--- config.mk ---
export PLATFORM = sky130hd
export DESIGN_NAME = i2s_dac_tx
export DESIGN_NICKNAME = d
export VERILOG_FILES = /design/src/rtl/aud_pkg.sv /design/src/rtl/aud_frame_fifo.sv /design/src/rtl/i2s_dac_tx.sv
export SDC_FILE = /design/constraint.sdc
export NUM_CORES = 1
export LEC_CHECK = 0
export CAP_MARGIN = 20
export CORE_MARGIN = 2
export CORE_UTILIZATION = 61
export DETAILED_ROUTE_END_ITERATION = 12
export GPL_TIMING_DRIVEN = 1
export PLACE_DENSITY = 0.87
export SYNTH_ARGS = -nofsm -noshare
export SYNTH_HDL_FRONTEND = slang
export SYNTH_HIERARCHICAL = 1
export SYNTH_SLANG_ARGS = --single-unit
--- constraint.sdc ---
create_clock -name i_AUD_BCLK -period 4.75 [get_ports i_AUD_BCLK]
set_input_delay 1.425 -clock i_AUD_BCLK [delete_from_list [all_inputs] [get_ports i_AUD_BCLK]]
set_output_delay 1.425 -clock i_AUD_BCLK [all_outputs]
set_load 0.03 [all_outputs]
--- src/rtl/aud_pkg.sv ---
// Shared audio-path package: frame type, transmit state encoding and the
// common sample width used by the I2S transmit and receive blocks.
package aud_pkg;

  // Native sample width of the audio path (two's complement).
  localparam int AUD_DATA_W = 16;

  // One stereo frame; left occupies the upper half of the packed vector.
  typedef struct packed {
    logic [AUD_DATA_W-1:0] left;
    logic [AUD_DATA_W-1:0] right;
  } aud_frame_t;

  // I2S transmit slot tracking.
  typedef enum logic [1:0] {
    TX_WAIT_SYNC = 2'd0,
    TX_LEFT      = 2'd1,
    TX_RIGHT     = 2'd2
  } aud_tx_state_t;

endpackage

--- src/rtl/aud_frame_fifo.sv ---
// Synchronous stereo-frame FIFO with push/pop/full/empty.
// A push is refused while full and a pop is refused while empty, so the
// caller may present requests without pre-qualifying them. The element type
// is a parameter so the receive side can reuse it with its own frame layout.
// DEPTH must be a power of two so the pointers wrap naturally.
module aud_frame_fifo
  import aud_pkg::*;
#(
  parameter int  DEPTH  = 2,
  parameter type elem_t = aud_frame_t
) (
  input  logic  clk,
  input  logic  rst_n,
  input  logic  push,
  input  elem_t push_data,
  input  logic  pop,
  output elem_t pop_data,
  output logic  full,
  output logic  empty
);

  localparam int            AW       = (DEPTH > 1) ? $clog2(DEPTH) : 1;
  localparam logic [AW-1:0] PTR_ONE  = AW'(1'b1);
  localparam logic [AW:0]   CNT_ONE  = (AW + 1)'(1'b1);
  localparam logic [AW:0]   CNT_ZERO = (AW + 1)'(1'b0);
  localparam logic [AW:0]   CNT_FULL = (AW + 1)'(DEPTH);

  // Storage is only ever read while the FIFO holds data, so it needs no reset.
  elem_t         mem_r [DEPTH];
  logic [AW-1:0] wr_ptr_r;
  logic [AW-1:0] rd_ptr_r;
  logic [AW:0]   count_r;
  logic          push_ok_s;
  logic          pop_ok_s;

  // Status flags come straight from the registered occupancy.
  assign full      = (count_r == CNT_FULL);
  assign empty     = (count_r == CNT_ZERO);
  assign push_ok_s = push & ~full;
  assign pop_ok_s  = pop & ~empty;
  assign pop_data  = mem_r[rd_ptr_r];

  // Write accepted frames into the slot addressed by the write pointer.
  always_ff @(posedge clk) begin
    if (push_ok_s) begin
      mem_r[wr_ptr_r] <= push_data;
    end
  end

  // Advance the pointers on accepted push/pop.
  always_ff @(posedge clk or negedge rst_n) begin
    if (!rst_n) begin
      wr_ptr_r <= '0;
      rd_ptr_r <= '0;
    end else begin
      if (push_ok_s) begin
        wr_ptr_r <= wr_ptr_r + PTR_ONE;
      end
      if (pop_ok_s) begin
        rd_ptr_r <= rd_ptr_r + PTR_ONE;
      end
    end
  end

  // Track occupancy; a simultaneous push and pop leaves it unchanged.
  always_ff @(posedge clk or negedge rst_n) begin
    if (!rst_n) begin
      count_r <= CNT_ZERO;
    end else begin
      case ({push_ok_s, pop_ok_s})
        2'b10:   count_r <= count_r + CNT_ONE;
        2'b01:   count_r <= count_r - CNT_ONE;
        default: count_r <= count_r;
      endcase
    end
  end

endmodule

--- src/rtl/i2s_dac_tx.sv ---
// I2S transmitter for the codec DAC path.
// Frames from the effect chain are buffered in aud_frame_fifo and shifted
// out MSB-first on DACDAT, aligned to the codec-driven DACLRCK (low = left).
// The MSB is registered in the cycle that detects the LRCK edge, so the
// codec samples it on the second rising BCLK: standard 1-bit I2S delay.
// Build option: define I2S_DAC_TX_UNDERRUN_HOLD_EN to repeat the last popped
// frame on underrun; otherwise an underrun frame is transmitted as silence.
module i2s_dac_tx
  import aud_pkg::*;
#(
  parameter int DATA_W     = AUD_DATA_W,
  parameter int FIFO_DEPTH = 2
) (
  input  logic              i_AUD_BCLK,
  input  logic              i_rst_n,
  input  logic              i_AUD_DACLRCK,
  input  logic              i_en,
  input  logic              i_valid,
  output logic              o_ready,
  input  logic [DATA_W-1:0] i_left,
  input  logic [DATA_W-1:0] i_right,
  output logic              o_AUD_DACDAT,
  output logic              o_frame_start,
  output logic              o_underrun,
  input  logic              i_clr_underrun
);

  // Frame layout at this instance's sample width.
  typedef struct packed {
    logic [DATA_W-1:0] left;
    logic [DATA_W-1:0] right;
  } frame_t;

  logic          lrck_prev_r;
  logic          left_start_s;
  logic          right_start_s;
  aud_tx_state_t state_r;
  aud_tx_state_t state_nxt_s;

  logic          fifo_full_s;
  logic          fifo_empty_s;
  logic          push_s;
  logic          pop_s;
  frame_t        push_frame_s;
  frame_t        fifo_frame_s;

  logic          slot_left_s;
  logic          slot_right_s;
  logic          underrun_set_s;
  frame_t        tx_frame_s;
  frame_t        held_frame_r;

  logic [DATA_W-1:0] shift_r;
  logic              dacdat_r;
  logic              frame_start_r;
  logic              underrun_r;

  // Slot boundaries: falling LRCK opens a left slot, rising a right slot.
  assign left_start_s  = lrck_prev_r & ~i_AUD_DACLRCK;
  assign right_start_s = ~lrck_prev_r & i_AUD_DACLRCK;

  // A left slot is acted on in any state; a right slot only completes a
  // frame whose left half was sent, so no partial frame leaves the block.
  assign slot_left_s    = i_en & left_start_s;
  assign slot_right_s   = i_en & right_start_s & (state_r == TX_LEFT);
  assign pop_s          = slot_left_s & ~fifo_empty_s;
  assign underrun_set_s = slot_left_s & fifo_empty_s;

  // Ready reflects the occupancy at the start of the cycle; a full FIFO
  // refuses a push even when a pop happens in the same cycle.
  assign o_ready      = ~fifo_full_s;
  assign push_s       = i_valid & ~fifo_full_s;
  assign push_frame_s = '{left: i_left, right: i_right};

  assign o_AUD_DACDAT  = dacdat_r;
  assign o_frame_start = frame_start_r;
  assign o_underrun    = underrun_r;

  aud_frame_fifo #(
    .DEPTH  (FIFO_DEPTH),
    .elem_t (frame_t)
  ) u_fifo (
    .clk       (i_AUD_BCLK),
    .rst_n     (i_rst_n),
    .push      (push_s),
    .push_data (push_frame_s),
    .pop       (pop_s),
    .pop_data  (fifo_frame_s),
    .full      (fifo_full_s),
    .empty     (fifo_empty_s)
  );

  // Remember the previous LRCK level for edge detection.
  always_ff @(posedge i_AUD_BCLK or negedge i_rst_n) begin
    if (!i_rst_n) begin
      lrck_prev_r <= 1'b0;
    end else begin
      lrck_prev_r <= i_AUD_DACLRCK;
    end
  end

  // Choose the frame for a starting left slot: popped data, or the underrun rule.
  always_comb begin
    tx_frame_s = held_frame_r;
    if (pop_s) begin
      tx_frame_s = fifo_frame_s;
    end else begin
`ifdef I2S_DAC_TX_UNDERRUN_HOLD_EN
      tx_frame_s = held_frame_r;
`else
      tx_frame_s = '0;
`endif
    end
  end

  // Slot state register.
  always_ff @(posedge i_AUD_BCLK or negedge i_rst_n) begin
    if (!i_rst_n) begin
      state_r <= TX_WAIT_SYNC;
    end else begin
      state_r <= state_nxt_s;
    end
  end

  // Next-state logic; dropping the enable always falls back to WAIT_SYNC.
  always_comb begin
    state_nxt_s = state_r;
    if (!i_en) begin
      state_nxt_s = TX_WAIT_SYNC;
    end else begin
      case (state_r)
        TX_WAIT_SYNC: begin
          if (left_start_s) begin
            state_nxt_s = TX_LEFT;
          end else begin
            state_nxt_s = TX_WAIT_SYNC;
          end
        end
        TX_LEFT: begin
          if (right_start_s) begin
            state_nxt_s = TX_RIGHT;
          end else if (left_start_s) begin
            state_nxt_s = TX_LEFT;
          end else begin
            state_nxt_s = TX_LEFT;
          end
        end
        TX_RIGHT: begin
          if (left_start_s) begin
            state_nxt_s = TX_LEFT;
          end else begin
            state_nxt_s = TX_RIGHT;
          end
        end
        default: begin
          state_nxt_s = TX_WAIT_SYNC;
        end
      endcase
    end
  end

  // Hold the frame in flight so its right half is available at the right slot.
  always_ff @(posedge i_AUD_BCLK or negedge i_rst_n) begin
    if (!i_rst_n) begin
      held_frame_r <= '0;
    end else if (slot_left_s) begin
      held_frame_r <= tx_frame_s;
    end
  end

  // Serializer: load the MSB on the slot edge, then shift zeros in behind it.
  // A new slot edge reloads immediately, discarding any unsent bits.
  always_ff @(posedge i_AUD_BCLK or negedge i_rst_n) begin
    if (!i_rst_n) begin
      shift_r  <= '0;
      dacdat_r <= 1'b0;
    end else if (!i_en) begin
      shift_r  <= '0;
      dacdat_r <= 1'b0;
    end else if (slot_left_s) begin
      dacdat_r <= tx_frame_s.left[DATA_W-1];
      shift_r  <= {tx_frame_s.left[DATA_W-2:0], 1'b0};
    end else if (slot_right_s) begin
      dacdat_r <= held_frame_r.right[DATA_W-1];
      shift_r  <= {held_frame_r.right[DATA_W-2:0], 1'b0};
    end else if (state_r == TX_WAIT_SYNC) begin
      shift_r  <= '0;
      dacdat_r <= 1'b0;
    end else begin
      dacdat_r <= shift_r[DATA_W-1];
      shift_r  <= {shift_r[DATA_W-2:0], 1'b0};
    end
  end

  // One-cycle marker for each frame taken from the FIFO.
  always_ff @(posedge i_AUD_BCLK or negedge i_rst_n) begin
    if (!i_rst_n) begin
      frame_start_r <= 1'b0;
    end else begin
      frame_start_r <= pop_s;
    end
  end

  // Sticky underrun flag; a new underrun wins over a clear in the same cycle.
  always_ff @(posedge i_AUD_BCLK or negedge i_rst_n) begin
    if (!i_rst_n) begin
      underrun_r <= 1'b0;
    end else if (underrun_set_s) begin
      underrun_r <= 1'b1;
    end else if (i_clr_underrun) begin
      underrun_r <= 1'b0;
    end else begin
      underrun_r <= underrun_r;
    end
  end

endmodule

# After elaboration in Yosys (flattened, before gate mapping)
# Memory sizes are Yosys's and may differ from the RTL's.
# Index checks and enable logic that the tools add are counted.
# W data, S select, Z words.
[classes]
n_addsub = 4
n_eq_ne = 5
mux = 19
bitwise = 14
reduce_logical = 4
[op_table]
columns = ["operator", "count"]
rows = [
  ["$mux W16", 4],
  ["$mux W32", 1],
  ["$and A1 B1 Y1", 10],
  ["$mux W1", 9],
  ["$eq A2 B2 Y1 const B", 3],
  ["$mux W2", 3],
  ["$pmux W2 S3", 1],
  ["$eq A2 B1 Y1 const B", 2],
  ["$logic_not A2 Y1", 2],
  ["$not A1 Y1", 4],
  ["$pmux W2 S2", 1],
  ["$reduce_bool A2 Y1", 2],
  ["$add A1 B1 Y1 const B", 2],
  ["$add A2 B1 Y2 const B", 1],
  ["$sub A2 B1 Y2 const B", 1],
]
[word_totals]
reg_bits = 42
mem_bits_rw = 64
inputBits = 38
output_inout_bits = 4
elab_cells = 57
n_memories = 1
[mem_list]
columns = ["name", "depth", "word_bits", "read_ports", "rd_ports_with_merged_regs", "write_ports", "line_no", "rtl"]
rows = [
  ["u_fifo.mem_r", 2, 32, 1, 0, 1, "aud_frame_fifo.sv:29", "elem_t mem_r [DEPTH];"],
]

# Longest topological paths before layout
[logic_depth]
depth_word = 7
ltp_mapped = 9
ltp_nobuf = 8

# Cells and area by module
# Netlist, hierarchy kept.
[modules_own_cells]
columns = ["module", "n_inst", "cells_per_inst", "area_per_inst_um2", "seq_area_each_um2"]
rows = [
  ["aud_frame_fifo", 1, 118, 2658.8, 2021.9],
  ["i2s_dac_tx", 1, 195, 1871.8, 925.9],
]

# Worst setup path before layout
# Ideal clock, no wire load.
[synth_path]
path_kind = "input -> register"
startpoint = "input i_valid"
endpoint = "memory u_fifo/mem_r[0][0] (netlist name) (enable)"
setup_time_ps = 421
arrival_ps = 3026
t_required_ps = 4329
slack_ps = 1303
cell_stages = 3
path_buffers = 0
path_cell_list = "nor2b_1 -> nand2_1 -> nor2_1"
[synth_via]
elab_chain_len = 4
[synth_rtl]
columns = ["item", "line_no", "rtl"]
rows = [
  ["from (decl)", "i2s_dac_tx.sv:18", "input logic i_valid,"],
  ["$and A1 B1 Y1", "i2s_dac_tx.sv:72", "assign push_s = i_valid & ~fifo_full_s;"],
  ["$and A1 B1 Y1", "aud_frame_fifo.sv:39", "assign push_ok_s = push & ~full;"],
  ["$mux W1", "aud_frame_fifo.sv:45", "if (push_ok_s) begin"],
  ["$mux W1 (not written as such)", "aud_frame_fifo.sv:46", "mem_r[wr_ptr_r] <= push_data;"],
  ["to (decl)", "aud_frame_fifo.sv:29", ""],
]
# Every way passes these cells.

# Final worst setup path
[layout_path]
startpoint = "input i_AUD_DACLRCK"
endpoint = "register u_fifo.count_r[1]"
[layout_via]
elab_chain_len = 7
elab_cells_between_ends = 9
classes_between = "eq/ne: 2; mux: 1; bitwise: 5; reduce/logical: 1"
[layout_rtl]
columns = ["item", "line_no", "rtl"]
rows = [
  ["from (decl)", "i2s_dac_tx.sv:16", "input logic i_AUD_DACLRCK,"],
  ["$not A1 Y1 (*)", "i2s_dac_tx.sv:59", "assign left_start_s = lrck_prev_r & ~i_AUD_DACLRCK;"],
  ["$and A1 B1 Y1 (*)", "i2s_dac_tx.sv:59", ""],
  ["$and A1 B1 Y1 (*)", "i2s_dac_tx.sv:64", "assign slot_left_s = i_en & left_start_s;"],
  ["$and A1 B1 Y1 (*)", "i2s_dac_tx.sv:66", "assign pop_s = slot_left_s & ~fifo_empty_s;"],
  ["$and A1 B1 Y1 (*)", "aud_frame_fifo.sv:40", "assign pop_ok_s = pop & ~empty;"],
  ["named net u_fifo.pop_ok_s", "aud_frame_fifo.sv:34", "logic pop_ok_s;"],
  ["$eq A2 B1 Y1 / $eq A2 B2 Y1 (equally long branches)", "aud_frame_fifo.sv:70", "case ({push_ok_s, pop_ok_s})"],
  ["$pmux W2 S2 / $reduce_bool A2 Y1 (equally long branches)", "-", ""],
  ["to (signal assigned)", "aud_frame_fifo.sv:71", "2'b10: count_r <= count_r + CNT_ONE;"],
  ["to (signal assigned)", "aud_frame_fifo.sv:72", "2'b01: count_r <= count_r - CNT_ONE;"],
  ["to (signal assigned)", "aud_frame_fifo.sv:73", "default: count_r <= count_r;"],
  ["to (decl)", "aud_frame_fifo.sv:32", "logic [AW:0] count_r;"],
]
# Mark *: on every way through the listed nets, which the timed path passes. The rest lies on a longest branch.
# A chain may end at the register's enable or synchronous reset.

==> results.py <==
metrics = {
    "run_status": {
        "status": "finished, final reports clean",
    },
    "pwr": {
        "peakVddDrop_v": 0.000251,
        "pwr_density_cell_nw_per_um2": 494,
        "p_leak_nw": 2.01,
    },
    "sta": {
        "worstMarginPinSlew_ps": 1030,
        "clock.fmax_mhz": 291,
        "worst_slew_margin_rel_pct": 31.6,
        "tns_ps": 0,
        "fin_crit_ps": 3440,
        "slew_violations": 0,
        "hold_violations": 0,
        "rsz0062_at_grt": "no",
        "setup_violations": 0,
        "fin_crit_sh_pct": 72.4,
        "skew_ps": 7.81,
    },
    "die": {
        "fp.dieH_um": 90.2,
        "die_area_um2": 8130,
        "io_pins": 42,
        "num_rows": 31,
        "core_um2": 7210,
        "fp.dieW_um": 90.2,
        "initial_core_util_pct": 62.8,
    },
    "clock_tree": {
        "postCtsSetupBuffers": 0,
        "h-tree-depth": 3,
        "cts_tree": "built",
        "post_cts_resized": 0,
        "clkSinkCount": 105,
        "clk_latency_ps": 360,
        "clk_pin_slew_worst_paths_ps": 90,
        "cts.path.max_buffers": 2,
        "root_buffer": "clkbuf_8",
        "cts_hold_buf": 0,
        "cts_buffers": 9,
    },
    "final_layout": {
        "area_growth_syn_to_layout_pct": 11.8,
        "drive_above_1_share_pct": 18.4,
        "antenna_cells": 0,
        "fin_area_um2": 5070,
        "num-nets-final": 388,
        "fin_cells": 453,
    },
    "synthesis": {
        "syn-mean-instance-area_um2": 14.5,
        "synth_seq_area_share_pct": 65.1,
        "synth_nets": 352,
        "synthCells": 313,
        "netlist_area_um2": 4530,
        "ys_warn_count": 6,
        "ys_types": 36,
        "ys_ff_latch": 105,
    },
    "setup_path": {
        "cp_slowest_cell": "clkdlybuf4s50_1",
        "worst-r2r-cell-count": 6,
        "worst_setup_path_start_kind": "primary input",
        "arrival_ps": 3720,
        "timing.rr.end": "u_fifo/mem_r[0][13]",
        "worstPathRequired_ps": 5030,
        "path_cells": "clkdlybuf4s50_1 > and4bb_2 > nor2b_2 > ha_1 > nor2_1 > xor2_1",
        "crit_path_max_fanout": 22,
        "r2r_slack_ps": 2420,
        "end_kind": "register",
        "reg2reg_from": "u_fifo/count_r[0]",
        "slowest_delay_ps": 750,
        "crit_start": "i_AUD_DACLRCK",
        "crit_type": "in2reg",
        "endpoint": "u_fifo/count_r[1]",
    },
    "drt": {
        "via_per_inst": 5.69,
        "vias": 2576,
        "avgRoutedWirePerCell_um": 17.2,
        "routed_wl_mm": 7.78,
        "detail_route.first_pass.iterations": 4,
        "antenna_left": 0,
        "drt_iter0_drc": 147,
        "drc": 0,
    },
    "placed_design": {
        "numPortBuffers": 41,
        "placed_cell_area_um2": 4900,
        "dp_hpwl_mm": 5.12,
        "gp_congestion": 0.783,
        "numPlacedInstances": 437,
    },
    "worst_hold_path": {
        "min-delay-start": "held_frame_r[10]",
        "hp-class": "reg2reg",
    },
    "global_routing": {
        "grtUsageTotal_pct": 20.2,
        "grt_start_max_net_pins": 42,
        "grt_overflow": 0,
        "grt_pass1_wl_mm": 12.9,
        "antenna_found_initial": 0,
        "grt_pass1_vias": 2646,
    },
    "job": {
        "drv_cap": 0,
    },
}
final cells by class:
class	count	area [um^2]
clock buffer	11	131
clock inverter	5	32.5
fill	513	2150
inverter	5	18.8
multi-input combinational	184	1380
sequential	105	2950
tap	99	124
timing repair buffer	44	428
where the power goes:
part	leakage, nW	internal [mW]	switching (mW)
Clock	0.0753	0.189	0.285
Sequential	1.13	1.22	0.173
Combinational	0.808	0.343	0.294
registers in the layout, indices dropped and copies added, names as in the netlist:
register / cells
o_underrun: 1
u_fifo/mem_r: 64
held_frame_r: 16
shift_r: 15
u_fifo/count_r: 2
u_fifo/wr_ptr_r: 1
u_fifo/rd_ptr_r: 1
o_frame_start: 1
lrck_prev_r: 1
state_r: 2
o_AUD_DACDAT: 1
cell usage after synthesis:
cell,instances,area (um^2)
clkinv_1,2,7.51
a22o_1,1,8.76
nand3b_1,2,15.0
mux2_2,3,33.8
and4bb_2,1,12.5
nand2b_1,2,12.5
o41ai_2,9,146
buf_2,3,15.0
edfxtp_1,64,1920
dfrtp_1,41,1030
xnor2_1,3,26.3
inv_1,3,11.3
o21a_1,1,7.51
nor2b_1,2,12.5
buf_4,5,37.5
nor2_1,20,75.1
and3_1,1,6.26
a21oi_1,1,5.00
nand2_1,48,180
o22ai_1,1,6.26
nor3_1,15,75.1
buf_12,4,80.1
o21ai_0,16,80.1
clkbuf_8,1,13.8
nor3b_1,1,7.51
buf_6,2,22.5
xor2_1,2,17.5
ha_1,1,12.5
nand4bb_1,1,11.3
mux2_4,29,435
and2b_4,1,10.0
nor2b_2,1,8.76
a21boi_0,15,113
o41ai_1,6,52.6
o21ai_2,1,8.76
clkbuf_1,4,15.0
how the worst min path moves through the flow:
stage	to	slack [ps]	cells past startpoint
final	held_frame_r[10]	510	2
after global routing	held_frame_r[14]	540	2
after CTS	held_frame_r[5]	510	2
after detailed placement	held_frame_r[5]	480	2
after global placement	held_frame_r[6]	470	2
after floorplan	held_frame_r[0]	450	2
metal layers:
layer  GRT usage, %  up-vias  routed length, um
met5              0        -                  0
met4           6.92        0                115
met3           4.53        9                350
met2           33.1       77               3920
met1           27.1     1287               3390
li1               -     1203                  -
per-stage QoR:
stage,util [%],setup WS [ps],hold slack (ps),power (mW)
finish,70.2,1310,512,2.50
global route,70.2,1170,542,2.63
CTS,70.2,1330,511,2.52
detailed placement,68.0,952,482,2.05
global placement,68.0,1020,473,2.02
floorplan,-,1300,451,1.90
cells in the final DEF, fill, tap and decap left out, drive strengths merged, types with 4 or more instances in the layout:
cell type and count:
edfxtp 64, nand2 48, dfrtp 41, clkdlybuf4s50 40, mux2 32, nor2 20
o21ai 17, nor3 15, a21boi 15, o41ai 15, clkbuf 11, buf 4
clkinv 4
cells by family after synthesis:
kind of cell | after synthesis | synth area share [%]
DFF | 105 | 65.1
and+or+nand+nor | 95 | 9.42
adders and majority gates | 1 | 0.276
AOI/OAI and AO/OA | 51 | 9.45
xor gates and xnor gates | 5 | 0.967
muxes | 32 | 10.4
buffers and inverters | 24 | 4.47
worst max-delay path: cells and delay by family:
family,cells,cell delay [ps]
simple gates,3,1120
buf+inv,1,750
fa+ha+maj,1,270
xor+xnor,1,160
(Power assumes the default switching activity.)
